==> src/rtl/regfile_sb.sv <==
// Integer register file for the pipelined core. It has two combinational read ports, one write
// port, optional write-to-read bypass, and a per-register busy scoreboard used for hazard stalls.
module regfile_sb #(
  parameter int              XLEN     = 32,
  parameter int              NREGS    = 32,
  localparam int             AW       = $clog2(NREGS),
  parameter int              SP_INDEX = 2,
  parameter logic [XLEN-1:0] SP_RESET = 32'h0000001F,
  parameter bit              BYPASS   = 1'b1
) (
  input  logic            clk,
  input  logic            rst,
  input  logic [AW-1:0]   rs1,
  input  logic [AW-1:0]   rs2,
  output logic [XLEN-1:0] ruRs1,
  output logic [XLEN-1:0] ruRs2,
  input  logic            ruWr,
  input  logic [AW-1:0]   rd,
  input  logic [XLEN-1:0] DataWr,
  input  logic            issue_valid,
  input  logic [AW-1:0]   issue_rd,
  output logic            issue_accept,
  output logic            stall,
  output logic            rs1_busy,
  output logic            rs2_busy,
  output logic [AW:0]     busy_count,
  output logic            wb_err
);

  logic [XLEN-1:0]  regs [NREGS];
  logic [NREGS-1:0] busy;
  logic [NREGS-1:0] wb_clr;
  logic [NREGS-1:0] busy_next;
  logic [AW:0]      count_next;
  logic             waw;

  // NOTE: the architectural state is reset in full, because software depends on x0..xN
  // starting at known values. This is why the array is a bank of flops and not a RAM macro.
  always_ff @(posedge clk or posedge rst) begin
    if (rst) begin
      for (int r = 0; r < NREGS; r++)
        regs[r] <= (r == SP_INDEX) ? SP_RESET : '0;
    end else if (ruWr && rd != '0) begin
      // NOTE: state updates use non-blocking assignments so every flop samples pre-edge values.
      regs[rd] <= DataWr;
    end
  end

  // Per-register writeback hit. This vector is shared by the bypass, the busy flags, and the
  // busy-bit clear logic.
  always_comb begin
    // NOTE: a default assignment comes first so that every path drives the vector and no latch is inferred.
    wb_clr = '0;
    for (int r = 1; r < NREGS; r++)
      wb_clr[r] = ruWr && (rd == AW'(r));
  end

  always_comb begin
    ruRs1 = '0;
    ruRs2 = '0;
    if (rs1 != '0) ruRs1 = (BYPASS && wb_clr[rs1]) ? DataWr : regs[rs1];
    if (rs2 != '0) ruRs2 = (BYPASS && wb_clr[rs2]) ? DataWr : regs[rs2];
  end

  assign rs1_busy     = busy[rs1] && !(BYPASS && wb_clr[rs1]);
  assign rs2_busy     = busy[rs2] && !(BYPASS && wb_clr[rs2]);
  assign waw          = (issue_rd != '0) && busy[issue_rd] && !wb_clr[issue_rd];
  assign stall        = issue_valid && (rs1_busy || rs2_busy || waw);
  assign issue_accept = issue_valid && !stall;

  // When a new reservation and a writeback hit the same register, the reservation is kept,
  // because it belongs to the younger producer.
  always_comb begin
    busy_next  = busy;
    count_next = '0;
    for (int r = 1; r < NREGS; r++) begin
      if (issue_accept && issue_rd == AW'(r)) busy_next[r] = 1'b1;
      else if (wb_clr[r])                     busy_next[r] = 1'b0;
    end
    busy_next[0] = 1'b0;
    for (int r = 0; r < NREGS; r++)
      count_next = count_next + (AW+1)'(busy_next[r]);
  end

  always_ff @(posedge clk or posedge rst) begin
    if (rst) begin
      busy       <= '0;
      busy_count <= '0;
      wb_err     <= 1'b0;
    end else begin
      busy       <= busy_next;
      busy_count <= count_next;
      if (ruWr && rd != '0 && !busy[rd]) wb_err <= 1'b1;
    end
  end

endmodule

==> config.mk <==
export PLATFORM = sky130hd
export DESIGN_NAME = regfile_sb
export DESIGN_NICKNAME = d
export VERILOG_FILES = /design/src/rtl/regfile_sb.sv
export SDC_FILE = /design/constraint.sdc
export NUM_CORES = 2
export LEC_CHECK = 0
export ABC_AREA = 1
export BUFFER_PORTS_ARGS = -buffer_cell sky130_fd_sc_hd__buf_2
export CAP_MARGIN = 5
export CELL_PAD_IN_SITES_DETAIL_PLACEMENT = 0
export CELL_PAD_IN_SITES_GLOBAL_PLACEMENT = 1
export CORE_UTILIZATION = 48
export DETAILED_ROUTE_END_ITERATION = 8
export PLACE_DENSITY = 0.86
export SYNTH_ARGS = -nofsm -noshare
export SYNTH_HDL_FRONTEND = slang
export SYNTH_SLANG_ARGS = --single-unit
==> constraint.sdc <==
create_clock -name clk -period 42.4 [get_ports clk]
set_clock_uncertainty 0.15 [all_clocks]
set_input_delay 4.24 -clock clk [delete_from_list [all_inputs] [get_ports clk]]
set_output_delay 4.24 -clock clk [all_outputs]
set_load 0.005 [all_outputs]
=== Word level (Yosys, flattened, before mapping) ===
Cells that the tools add are included.
W data, S select, Z words.

* Flip-flop bits (word level): 1062
* Logic and storage cells: 309

* Add/sub/neg operators: 30
* $lt $le $gt $ge: 8
* Eq/ne operators: 62
* Multiplexer cells: 89
* Bitwise gates (word level): 3
* Reduce and logical (&&, ||, !) cells: 82

{| class="wikitable"
|+ Operators by type and width
! cell !! count
|-
| $bwmux W1024 || 1
|-
| $bmux W32 S5 || 2
|-
| $mux W32 || 9
|-
| $demux W32 S5 || 1
|-
| $eq A5 B5 Y1 const B || 32
|-
| $add A6 B1 Y6 || 25
|-
| $eq A5 B4 Y1 const B || 16
|-
| $logic_and A1 B1 Y1 || 71
|-
| $mux W1 || 69
|-
| $eq A5 B3 Y1 const B || 8
|-
| $bmux W1 S5 || 7
|-
| $lt A5 B6 Y1 const B || 4
|-
| $eq A5 B2 Y1 const B || 4
|-
| $reduce_bool A5 Y1 || 4
|-
| $ge A6 B6 Y1 const B || 3
|-
| $not A5 Y6 || 3
|-
| $eq A5 B1 Y1 const B || 2
|-
| $add A5 B1 Y6 || 1
|-
| $lt A6 B1 Y1 const B || 1
|-
| $add A4 B1 Y5 || 1
|-
| $logic_not A1 Y1 || 5
|-
| $add A3 B1 Y4 || 1
|-
| $add A2 B1 Y3 || 1
|-
| $add A1 B1 Y2 || 1
|-
| $logic_or A1 B1 Y1 || 2
|}

=== Depth between registers and ports, before layout ===
* Depth after elaboration: 43
* Depth in mapped cells: 33
* Depth with buffers taken out: 31

=== Worst setup path after synthesis ===
Ideal clock, no wire load.

* Path kind: input -> output
* Start: input port rs1[0]
* End: output port ruRs1[0]
* Arrival time: 5881 ps
* Data required time: 38010 ps
* Setup slack: 32129 ps
* Stages: 9
* Path through: buf_2 -> nand2_1 -> clkbuf_1 -> clkbuf_1 -> buf_1 -> o221ai_1 -> nand2_1 -> nand3_1 -> a31oi_1

* Longest elaborated chain between the ends: 6
* Elaborated cells between the ends (all ways): 9

{| class="wikitable"
|+ Ends and longest elaborated chain
! what !! RTL line !! text
|-
| start: declaration || 13 || <nowiki>input logic [AW-1:0] rs1,</nowiki>
|-
| $not A5 Y6 (not written as such) || 61 || <nowiki>if (rs1 != '0) ruRs1 = (BYPASS && wb_clr[rs1]) ? DataWr : regs[rs1];</nowiki>
|-
| $bmux W32 S5 || 61 ||
|-
| $mux W32 (not written as such) (2 in series) || 61 ||
|-
| $mux W32 || 61 ||
|-
| $mux W32 (*) || 61 ||
|-
| end: declaration || 15 || <nowiki>output logic [XLEN-1:0] ruRs1,</nowiki>
|}

Mark *: on every way between the ends. The rest lies on a longest branch, timed or not. The select of a mux whose other input is x is not followed.

=== Final worst setup path ===
* Start: input port rs1[1]
* End: output port ruRs1[27]

Same word-level chain as after synthesis.

==> run_results.csv <==
group,metric,value,unit
power_and_ir_drop,peakVddDrop,0.09965,mV
sta,period_share,34.41,%
detailed_routing,ant_nets,0,
power_and_ir_drop,p_leak,26.70,nW
die,die_width,346.1,µm
grt,grt_max_degree,177,
detailed_routing,dr.pass1.iters,7,
setup_path,r2r-end,"busy_count[4]",
final_layout,multi_input_area,26230,µm²
detailed_routing,drcViolationCount,0,
sta,setup-tns-final,0,ps
final_layout,mostFrequentLayoutCell,"nand2_1",
die,initial_utilization,48.64,%
logic_synthesis,ys_warn_count,0,
min_path,min_from,"regs[1022]",
placed_design,gp_congestion,0.9643,
logic_synthesis,synth_ff_type,"dfrtp_1",
sta,worst_slack,27810,ps
setup_path,critical_path_class,"in2out",
grt,grt.overflow.total,0,
placed_design,hpwl,127700,µm
setup_path,cp.arrival,10200,ps
sta,setup_viol,0,
clock_network,clockBufferDepth,3,
clock_network,cts_max_level,3,
detailed_routing,viasPerCell,6.780,
setup_path,critPathRequiredTime,38010,ps
sta,finalHoldViolCount,0,
final_layout,final_cell_mix,"nand2_1, o21ai_0, dfrtp_1",
clock_network,cts.sinks,1062,
final_layout,drive_above_1_share,7.358,%
sta,tightest_slew,1198,ps
setup_path,startpoint_type,"input port",
sta,slew-limit-headroom,20.14,%
placed_design,pre_cts_ws,28240,ps
die,pin_count,131,
logic_synthesis,ys_seq_elements,1062,
detailed_routing,routed_wl,240100,µm
final_layout,stdcell_count,8423,
setup_path,crit_path_max_fanout,70,
final_layout,n_fill_cell,11070,
grt,grt_use_total,39.30,%
clock_network,postCtsSetupBuffers,0,
die,rows,125,
clock_network,cts_hold_buf,0,
logic_synthesis,syn-cell-area,56820,µm²
clock_network,cts_inserted_buffers,115,
logic_synthesis,synth_cell_types,39,
power_and_ir_drop,power_per_cell_area,54.07,nW/µm²
logic_synthesis,syn_inst,7211,
clock_network,clock_latency,700,ps
grt,grt_pass1_vias,52220,
setup_path,r2r_start,"busy[3]",
logic_synthesis,synth_nets,7297,
clock_network,root_buffer,"clkbuf_16",
grt,grt_pass1_wl,355100,µm
die,die_y,346.1,µm
sta,slew_violations,0,
logic_synthesis,postSynth.asyncResetShare,100.0,%
final_layout,area_delta_synth_final,8.345,%
min_path,holdCritPathClass,"reg2reg",
setup_path,r2r_slack,35370,ps
final_layout,seq_area,26580,µm²
min_path,whs_endpoint,"regs[1022]",
final_layout,fin_nets,6880,
placed_design,dpl.cell_count,8200,
sta,rsz0062_at_grt,"no",
sta,fin_crit,14590,ps
setup_path,cp-end-kind,"output pin",
job,cap_violations,0,
placed_design,port_buffers,130,
grt,antenna_found_initial,8,
sta,fmax,68.54,MHz
detailed_routing,drt_iter0_drc,9208,
setup_path,reg2reg_depth,24,
detailed_routing,vias,57110,
clock_network,cts_resized,0,
run_status,status,"finished clean",
die,coreArea,116800,µm²
clock_network,cts_tree,"built",
logic_synthesis,synth-edff-count,0,
die,die_area,119800,µm²
min_path,holdPathStages,0,
detailed_routing,routedWlPerCell,28.51,µm
power_and_ir_drop,power,0.003329,W
logic_synthesis,avgSynthCellArea,7.880,µm²
logic_synthesis,yosysSeqAreaShare,46.78,%
clock_network,clk_pin_slew,60,ps
[state kept, by name (all words and copies together) (netlist names)]
register / count
wb_err: 1
busy: 31
busy_count: 6
regs: 1024
[critical path, stage by stage]
cell and delay, ps:
buf_6 650, buf_4 840, inv_6 400, nand2_4 810, buf_4 820, buf_4 850
o221ai_1 200, o221ai_1 270, nand3_1 130, a31oi_1 510, buf_2 230
[per-stage QoR]
step           util [%]  hold slack [ps]  instance area (µm²)
2_1_floorplan         -            279.0                56820
3_3_place_gp      49.19            216.6                57470
3_5_place_dp      49.20            218.4                57480
4_1_cts           52.66            232.1                61520
5_1_grt           52.68            256.0                61550
6_report          52.70            231.1                61570
[cell type report]
type | instances | share of cell area, %
repair buffers | 215 | 2.284
clock buffers | 162 | 5.518
well taps | 1524 | 3.097
multi-input cells | 5048 | 42.60
inverters | 352 | 2.234
flip-flops and latches | 1062 | 43.18
diodes | 9 | 0.03658
clock inverters | 51 | 1.051
[metal layers]
layer  vias up  global-route usage [%]  share of wire [%]
met4         8                   16.96                5.0
met3       755                   12.63                 15
met2      4261                   55.41                 41
li1      24380                       -                  -
met1     27710                   55.11                 39
met5         -                       0              0.024
[worst max-delay path by stage]
stage,startpoint,endpoint,slack (ps),cells after the start
final,rs1[1],ruRs1[27],27810,11
after global routing,rs1[1],ruRs1[27],28040,11
after CTS,rs1[1],ruRs1[27],28250,11
after detailed placement,rs1[1],ruRs1[27],28240,11
after global placement,rs1[1],ruRs1[27],28290,11
after floorplan,rst,busy[10],8120,1
[synthesized netlist by cell type, types with 11 or more instances]
| cell type | number | share of area, % |
|---|---|---|
| nand2_1 | 1789 | 12 |
| o21ai_0 | 1294 | 11 |
| dfrtp_1 | 1057 | 47 |
| clkbuf_1 | 602 | 4.0 |
| o221ai_1 | 509 | 7.8 |
| a21oi_1 | 480 | 4.2 |
| nand3_1 | 401 | 3.5 |
| inv_1 | 333 | 2.2 |
| nor2_1 | 172 | 1.1 |
| o211ai_1 | 81 | 1.1 |
| buf_1 | 79 | 0.52 |
| o2111ai_1 | 66 | 1.0 |
| a31oi_1 | 63 | 0.69 |
| buf_2 | 63 | 0.55 |
| o21a_1 | 36 | 0.48 |
| a211oi_1 | 25 | 0.33 |
| o21ai_1 | 25 | 0.22 |
| fa_1 | 23 | 0.81 |
| o22ai_1 | 12 | 0.13 |
| o21bai_1 | 11 | 0.15 |
[power by group]
| part | switching, W | leakage (nW) | internal (W) |
|---|---|---|---|
| clock | 0.000455 | 2.01 | 0.000631 |
| sequential | 0.000153 | 13.6 | 0.00121 |
| combinational | 0.000541 | 11.1 | 0.000334 |
[logic make-up after synthesis]
logic type | share of synthesized area (%)
AOI/OAI and AO/OA | 27.82
and+or+nand+nor | 16.92
buffers and inverters | 7.471
DFF | 46.78
adders and majority gates | 0.9644
xor gates and xnor gates | 0.04625
(Power assumes the default switching activity.)
